File: config.mk
export PLATFORM = sky130hd
export DESIGN_NAME = rob_complete_arbiter
export DESIGN_NICKNAME = d
export VERILOG_FILES = /design/src/rtl/rob_complete_arbiter.sv
export SDC_FILE = /design/constraint.sdc
export NUM_CORES = 1
export LEC_CHECK = 0
export CORE_MARGIN = 2
export CORE_UTILIZATION = 31
export CTS_CLUSTER_SIZE = 30
export DETAILED_ROUTE_END_ITERATION = 8
export GPL_ROUTABILITY_DRIVEN = 0
export PLACE_DENSITY = 0.62
export SLEW_MARGIN = 15
export SYNTH_ARGS = -nofsm -noshare
export SYNTH_HDL_FRONTEND = slang
export SYNTH_SLANG_ARGS = --single-unit
File: constraint.sdc
create_clock -name clk_i -period 10.3 [get_ports clk_i]
set_input_delay 1.545 -clock clk_i [delete_from_list [all_inputs] [get_ports clk_i]]
set_output_delay 1.545 -clock clk_i [all_outputs]
set_load 0.02 [all_outputs]
File: src/rtl/rob_complete_arbiter.sv
// Round-robin arbiter that packs up to three functional-unit results per cycle
// onto the ROB's three registered completion ports.
module rob_complete_arbiter #(
    parameter int NUM_REQ   = 5,
    parameter int ROB_SIZE  = 16,
    parameter int PC_SIZE   = 32,
    parameter int WORD_SIZE = 32,
    parameter int CNT_SIZE  = 16
) (
    input  logic                               clk_i,
    input  logic                               rst_i,
    input  logic                               flush_i,
    input  logic [NUM_REQ-1:0]                 req_valid_i,
    input  logic [NUM_REQ*$clog2(ROB_SIZE)-1:0] req_indx_i,
    input  logic [NUM_REQ*PC_SIZE-1:0]         req_pc_i,
    input  logic [NUM_REQ*WORD_SIZE-1:0]       req_val_i,
    output logic [NUM_REQ-1:0]                 req_ready_o,
    output logic                               en_complete_instr0_o,
    output logic                               en_complete_instr1_o,
    output logic                               en_complete_instr2_o,
    output logic [$clog2(ROB_SIZE)-1:0]        complete_indx0_o,
    output logic [$clog2(ROB_SIZE)-1:0]        complete_indx1_o,
    output logic [$clog2(ROB_SIZE)-1:0]        complete_indx2_o,
    output logic [PC_SIZE-1:0]                 complete_pc0_o,
    output logic [PC_SIZE-1:0]                 complete_pc1_o,
    output logic [PC_SIZE-1:0]                 complete_pc2_o,
    output logic [WORD_SIZE-1:0]               complete_val0_o,
    output logic [WORD_SIZE-1:0]               complete_val1_o,
    output logic [WORD_SIZE-1:0]               complete_val2_o,
    output logic                               dup_indx_err_o,
    output logic [CNT_SIZE-1:0]                complete_cnt_o
);
    localparam int IW = $clog2(ROB_SIZE);
    localparam int PW = $clog2(NUM_REQ);

    logic [PW-1:0]        rr_ptr;
    logic [PW-1:0]        next_ptr;
    logic [PW-1:0]        last_grant;
    logic [1:0]           n_grant;
    logic [PW-1:0]        slot_sel [3];
    logic [2:0]           slot_vld;
    logic [IW-1:0]        slot_indx [3];
    logic [PC_SIZE-1:0]   slot_pc [3];
    logic [WORD_SIZE-1:0] slot_val [3];
    logic                 dup_now;
    logic [CNT_SIZE:0]    cnt_sum;

    logic                 en_q [3];
    logic [IW-1:0]        indx_q [3];
    logic [PC_SIZE-1:0]   pc_q [3];
    logic [WORD_SIZE-1:0] val_q [3];
    logic                 dup_q;
    logic [CNT_SIZE-1:0]  cnt_q;

    // Scan from rr_ptr with wraparound; the n-th grant in scan order lands on port n.
    always_comb begin
        req_ready_o = '0;
        n_grant     = 2'd0;
        slot_vld    = 3'b000;
        last_grant  = rr_ptr;
        for (int j = 0; j < 3; j++) begin
            slot_sel[j] = '0;
        end
        for (int i = 0; i < NUM_REQ; i++) begin
            int k;
            k = int'(rr_ptr) + i;
            if (k >= NUM_REQ) begin
                k = k - NUM_REQ;
            end
            if (req_valid_i[k] && (n_grant != 2'd3) && !flush_i && !rst_i) begin
                req_ready_o[k] = 1'b1;
                case (n_grant)
                    2'd0: begin slot_sel[0] = PW'(k); slot_vld[0] = 1'b1; end
                    2'd1: begin slot_sel[1] = PW'(k); slot_vld[1] = 1'b1; end
                    default: begin slot_sel[2] = PW'(k); slot_vld[2] = 1'b1; end
                endcase
                n_grant    = n_grant + 2'd1;
                last_grant = PW'(k);
            end
        end
    end

    always_comb begin
        for (int j = 0; j < 3; j++) begin
            slot_indx[j] = req_indx_i[int'(slot_sel[j])*IW +: IW];
            slot_pc[j]   = req_pc_i[int'(slot_sel[j])*PC_SIZE +: PC_SIZE];
            slot_val[j]  = req_val_i[int'(slot_sel[j])*WORD_SIZE +: WORD_SIZE];
        end
        dup_now = (slot_vld[0] && slot_vld[1] && (slot_indx[0] == slot_indx[1])) ||
                  (slot_vld[0] && slot_vld[2] && (slot_indx[0] == slot_indx[2])) ||
                  (slot_vld[1] && slot_vld[2] && (slot_indx[1] == slot_indx[2]));
        next_ptr = (int'(last_grant) == NUM_REQ - 1) ? '0 : last_grant + PW'(1);
        cnt_sum  = {1'b0, cnt_q} + (CNT_SIZE+1)'(n_grant);
    end

    always_ff @(posedge clk_i) begin
        if (rst_i) begin
            rr_ptr <= '0;
            dup_q  <= 1'b0;
            cnt_q  <= '0;
            for (int j = 0; j < 3; j++) begin
                en_q[j]   <= 1'b0;
                indx_q[j] <= '0;
                pc_q[j]   <= '0;
                val_q[j]  <= '0;
            end
        end else begin
            if (n_grant != 2'd0) begin
                rr_ptr <= next_ptr;
            end
            dup_q <= dup_q | dup_now;
            cnt_q <= cnt_sum[CNT_SIZE] ? '1 : cnt_sum[CNT_SIZE-1:0];
            // Idle ports keep their last payload; only the enable drops.
            for (int j = 0; j < 3; j++) begin
                en_q[j] <= slot_vld[j];
                if (slot_vld[j]) begin
                    indx_q[j] <= slot_indx[j];
                    pc_q[j]   <= slot_pc[j];
                    val_q[j]  <= slot_val[j];
                end
            end
        end
    end

    assign en_complete_instr0_o = en_q[0];
    assign en_complete_instr1_o = en_q[1];
    assign en_complete_instr2_o = en_q[2];
    assign complete_indx0_o     = indx_q[0];
    assign complete_indx1_o     = indx_q[1];
    assign complete_indx2_o     = indx_q[2];
    assign complete_pc0_o       = pc_q[0];
    assign complete_pc1_o       = pc_q[1];
    assign complete_pc2_o       = pc_q[2];
    assign complete_val0_o      = val_q[0];
    assign complete_val1_o      = val_q[1];
    assign complete_val2_o      = val_q[2];
    assign dup_indx_err_o       = dup_q;
    assign complete_cnt_o       = cnt_q;
endmodule

# Yosys cells after proc, flatten, opt, wreduce, memory -nomap -nowiden
# Memories as Yosys holds them, arrays and structs flattened.
# Cells that the tools add are included.
# Widths: inputs -> output; s select.
# op_classes
add_sub_neg	15
n_mul	0
n_div	0
order_cmp	15
eq_ne	12
shift	9
mux	105
n_bitwise	17
reduce_logical	38
# op_table
op	n
$shiftx 160x9->32	6
$mux 32	11
$ge 32x1->1 const B	5
$lt 32x5->1 const B	5
$mux 3	23
$shiftx 20x6->4	3
$mux 1	44
$mux 9	4
$logic_and 1x1->1	25
$mux 5	5
$or 5x5->5	4
$sub 4x3->5 const B	4
$add 16x2->17	1
$ge 4x3->1 const B	4
$mux 16	1
$bmux 1 s3	5
$demux 1 s3	5
$or 1x1->1	13
$eq 4x4->1	3
$mux 4	3
$add 2x1->2 const B	4
$add 3x2->4 const B	2
$eq 2x1->1 const B	4
$logic_not 2->1	4
12 further kinds	23
# word_totals
ff_bits	20
latchBits	0
ram_bits	207
mem_bits_ro	0
out_inout_bits	229
mem_count	4
# mem_list
name	words	word_bits	rd	rd_clocked_by_memory_dff	write_ports	line_no	source
pc_q	3	32	3	0	3	50	logic [PC_SIZE-1:0] pc_q [3];
val_q	3	32	3	0	3	51	logic [WORD_SIZE-1:0] val_q [3];
indx_q	3	4	3	0	3	49	logic [IW-1:0] indx_q [3];
en_q	3	1	3	0	3	48	logic en_q [3];

# Logic depth before layout (Yosys ltp)
# Gate-level depths: netlist of run 1.
# logic_depth
ltp_word	34
mapped_depth	44
ltp_nobuf	36

# Worst setup path before layout of run 1
# OpenSTA, ideal clock, no wires.
# synth_timing
path_type	reg-to-reg
start	reg rr_ptr[0]
end	mem indx_q[0][0] in the netlist's numbering, enable pin
setup_ns	1.028
t_arrival_ns	9.165
required_ns	9.272
setup_slack_ns	0.107
path_stages_with_launch	32
path_cell_list	dfxtp_1 buf_2 inv_1 clkbuf_1 ha_1 clkbuf_1 clkbuf_1 o21ai_0 o311ai_0 o31ai_1 nor3_1 ha_1 nand2_1 nand2_1 a21oi_1 fa_1 ha_1 or4b_2 a211o_1 o41ai_2 nand3_1 nand3_1 and2_1 ha_1 nor2_1 o31a_1 nand3_1 or2_2 clkbuf_1 and2_4 buf_6 nand4_1
# synth_rtl
item	line_no	source
start: declaration	36	logic [PW-1:0] rr_ptr;
start signal: assignment	109	rr_ptr <= next_ptr;
end: declaration	49	

# Worst setup path in the final report of run 1
# layout_timing
start	reg rr_ptr[2]
end	out req_ready_o[4]
# layout_between
elab_chain_len	28
word_cells_on_any_way	93
# layout_lines
item	line_no	source
branches (longest 27 deep; another with $ge 32x1->1)	n/a	
$mux 5 (*)	70	if (req_valid_i[k] && (n_grant != 2'd3) && !flush_i && !rst_i) begin
end: declaration	17	output logic [NUM_REQ-1:0] req_ready_o,
# Mark *: on every way between the ends. The select of a mux whose other input is x is not followed.

==> reports/qor.csv, run 1 <==
metric,value,unit
largest net degree at the start of global routing,129,
clock tree buffer depth,3,
Max Freq,0.100,GHz
crit end category,output port,
part of the power in combinational logic,68.3,%
max cap viols,0,
layout cell share with drive strength beyond 1,5.38,%
number of CTS-inserted buffers,31,
Post-Route WL,97.9,mm
Final min period,9980,ps
ANT nets after route,0,
GRT Total Usage,29.5,%
Area Growth Syn to Fin,41.2,%
Clock Power Share,12.3,%
Most used DFF post-synth,edfxtp_1,
most common library cells after synthesis,"nand2_1 (888), a21oi_1 (241), nand3_1 (228)",
R2R cell count,29,
drt wl/cell,25.0,µm
Pleak,10.5,nW
worst skew pair latency,620,ps
die area,0.0626,mm²
Placed Area,0.0253,mm²
Clock Skew,18.7,ps
Worst EP required,8760,ps
multi-input logic area,0.0114,mm²
FF/Latch Area,0.00659,mm²
vias post-DR,23725,
1st-iter DRT viols,2970,
Die Wd,250,µm
Clock transition at path regs,70,ps
Post-synth EDFFs,204,
1st-pass router iterations,8,
CTS Root Cell,clkbuf_16,
Hold Path Depth,2,
crit path DAT,8440,ps
sequential share of power,19.4,%
worst hold margin,505,ps
critical path type,flop to output port,
Die Y,250,µm
total clock sinks,227,
final hold vios,0,
core area,0.0601,mm²
Synthesis Warnings,0,
initial antenna violation count,33,
CTS tree,built,
drt drc,0,
dominant cell by count in the synthesized netlist,nand2_1,
switching part of the total,50.9,%
Std-Cell Rows,90,
outcome,"complete, no violations",
critical-path maximum fanout,20,
Least-Margin Pin Slew,1250,ps
min-delay worst type,flop to flop,
fin area,0.0265,mm²
synth unique cells,86,
I/O pins,577,
Overflow after GRT,0,
Final Max Slew Viols,0,
internal power,4.31,mW
H-tree depth,1,
post-synthesis sequential area ratio,35.1,%
Final Core Density,44.1,%
first-pass GRT wire length,142,mm
Max VDD drop,0.000350,V
final net count,3456,
Fill cells,5904,
Netlist Area Pre-Place,0.0188,mm²
GR peak layer,met2,
Buffers on Ports,576,
Yosys top cell area share,32.6,%
Vias/cell,6.06,
mean post-synth cell area,7.14,µm²
launching element type of the critical path,flop,
asr flop ratio synth,0,%
PwrDens,331,mW/mm²
HPWL after DPL,65.3,mm
Net Sw Power,4.47,mW
#FFs+latches synth,227,
post-synthesis cell count,2630,
syn nets,3005,
met2 Resource Use GR,46.7,%
final setup fails,0,
worst rel slew slack,16.3,%
vias in the first global route,22461,
Tcrit/Tclk final,96.9,%
synth top area cells,"edfxtp_1 (33%), nand2_1 (18%), a21oi_1 (6.4%), nand3_1 (6.1%), a311oi_1 (6.1%)",
Yosys top cell by area,edfxtp_1,
met1 usage,35.9,%
met3 Usage GRT,8.32,%
starting density of the core,31.2,%
==> per-stage QoR <==
| step | std cells | power, mW | setup TNS, ps | worst slack [ps] |
|---|---|---|---|---|
| 6_report | 3914 | 8.78 | 0 | 319 |
| 5_1_grt | 3910 | 9.23 | -46.0 | -46.0 |
| 4_1_cts | 3881 | 8.65 | 0 | 55.8 |
| 3_5_place_dp | 3822 | 7.54 | 0 | 390 |
| 3_3_place_gp | 3822 | 7.46 | 0 | 517 |
| 2_1_floorplan | 2630 | 5.26 | 0 | 107 |
==> placed cells by master, fill, tap and decap left out, types with 5 or more instances in the layout <==
cell type        instances
a2111oi_0                6
a211o_1                  9
a211oi_1                 9
a21o_1                   8
a21oi_1                236
a21oi_4                  5
a311oi_1               130
a31oi_1                 14
and2_1                  10
and3_1                 139
buf_12                  13
buf_4                   47
clkbuf_1                14
clkbuf_16               32
clkdlybuf4s50_1        575
dfxtp_1                 22
diode_2                 26
edfxtp_1               204
ha_1                    21
inv_1                   26
mux2_2                   5
mux2i_1                 18
nand2_1                886
nand2b_1                12
nand3_1                228
nand4_1                  7
nor2_1                 189
nor2b_1                 15
nor3_1                  15
nor4_1                   7
o211ai_1                 8
o21ai_0                 29
or2_2                    5
xnor2_1                 13
xor2_1                  10
==> power by group through the flow <==
stage          sequential (mW)  combinational (mW)  clock [mW]
3_3_place_gp              1.72                5.74           0
5_1_grt                   1.74                6.36        1.13
2_1_floorplan             2.14                3.13           0
4_1_cts                   1.71                5.84        1.10
3_5_place_dp              1.72                5.81           0
6_report                  1.71                5.99        1.08
==> layout make-up <==
class | count | area share (%)
diodes | 26 | 0.245
clock buffers | 49 | 3.37
clock inverters | 9 | 0.335
inverters | 28 | 0.424
multi-input cells | 2156 | 43.0
flip-flops and latches | 227 | 24.8
well taps | 782 | 3.69
repair buffers | 637 | 24.1
==> state kept, by name, summed over array words and instances, names as in the netlist <==
| name | flops |
|---|---|
| complete_cnt_o | 16 |
| dup_indx_err_o | 1 |
| en_q | 3 |
| indx_q | 12 |
| pc_q | 96 |
| rr_ptr | 3 |
| val_q | 96 |
==> critical path, cell delays in order, from the launching register on <==
cell             delay, ps
dfxtp_1                310
buf_4                  220
ha_1                   360
buf_4                  260
a211oi_2               380
mux2i_2                750
mux2i_1                240
a22oi_1                650
a21oi_2                180
fa_2                   510
ha_1                   250
or4b_2                 600
a211o_1                250
o41ai_2                130
and3_4                 390
xnor2_1                180
inv_1                   80
ha_1                   200
nor2_1                 100
o31a_1                 200
nand2_1                190
nor2_2                 240
nand2_1                110
o211ai_1               200
a31oi_1                 70
o31ai_1                110
clkdlybuf4s50_1        650
==> worst paths after layout <==
path	startpoint	slack (ps)	endpoint
max	rr_ptr[2]	320	req_ready_o[4]
min	dup_indx_err_o	510	dup_indx_err_o
max reg2reg	rr_ptr[2]	920	dup_indx_err_o
min reg2reg	dup_indx_err_o	510	dup_indx_err_o
==> per-layer routing <==
layer	vias to the layer above	routed length, µm
met2	1901	43800
met5	-	114
li1	10277	-
met3	404	12600
met1	11125	35300
met4	18	6180
==> kinds of logic (layout without fill, tap and decap cells) <==
logic type	Yosys count	count (layout)	share of synthesized area, %
AND/OR/NAND/NOR	1542	1542	35.6
multiplexers	26	26	1.43
adder cells (fa/ha/maj)	27	27	1.92
XOR/XNOR	24	24	1.12
flip-flops	227	227	35.1
buffers and inverters	247	723	5.24
AO/OA/AOI/OAI	537	537	19.6
other	0	26	0
==> timing repair <==
action | CTS | global route
buffers inserted | 1 | 7
gates cloned | 0 | 0
hold buffers | 0 | 0
setup endpoints to repair | 5 | 6
pin swaps | 0 | 2
gates resized for setup | 4 | 16
Power figures use the tool's default switching activity.
==> run 2, diff against run 1 <==
--- a/config.mk
+++ b/config.mk
@@ -15,3 +15,4 @@
 export SYNTH_ARGS = -nofsm -noshare
 export SYNTH_HDL_FRONTEND = slang
 export SYNTH_SLANG_ARGS = --single-unit
+export TNS_END_PERCENT = 20
==> results of run 2 <==
No change in the layout: final DEF, timing and power equal those of run 1.
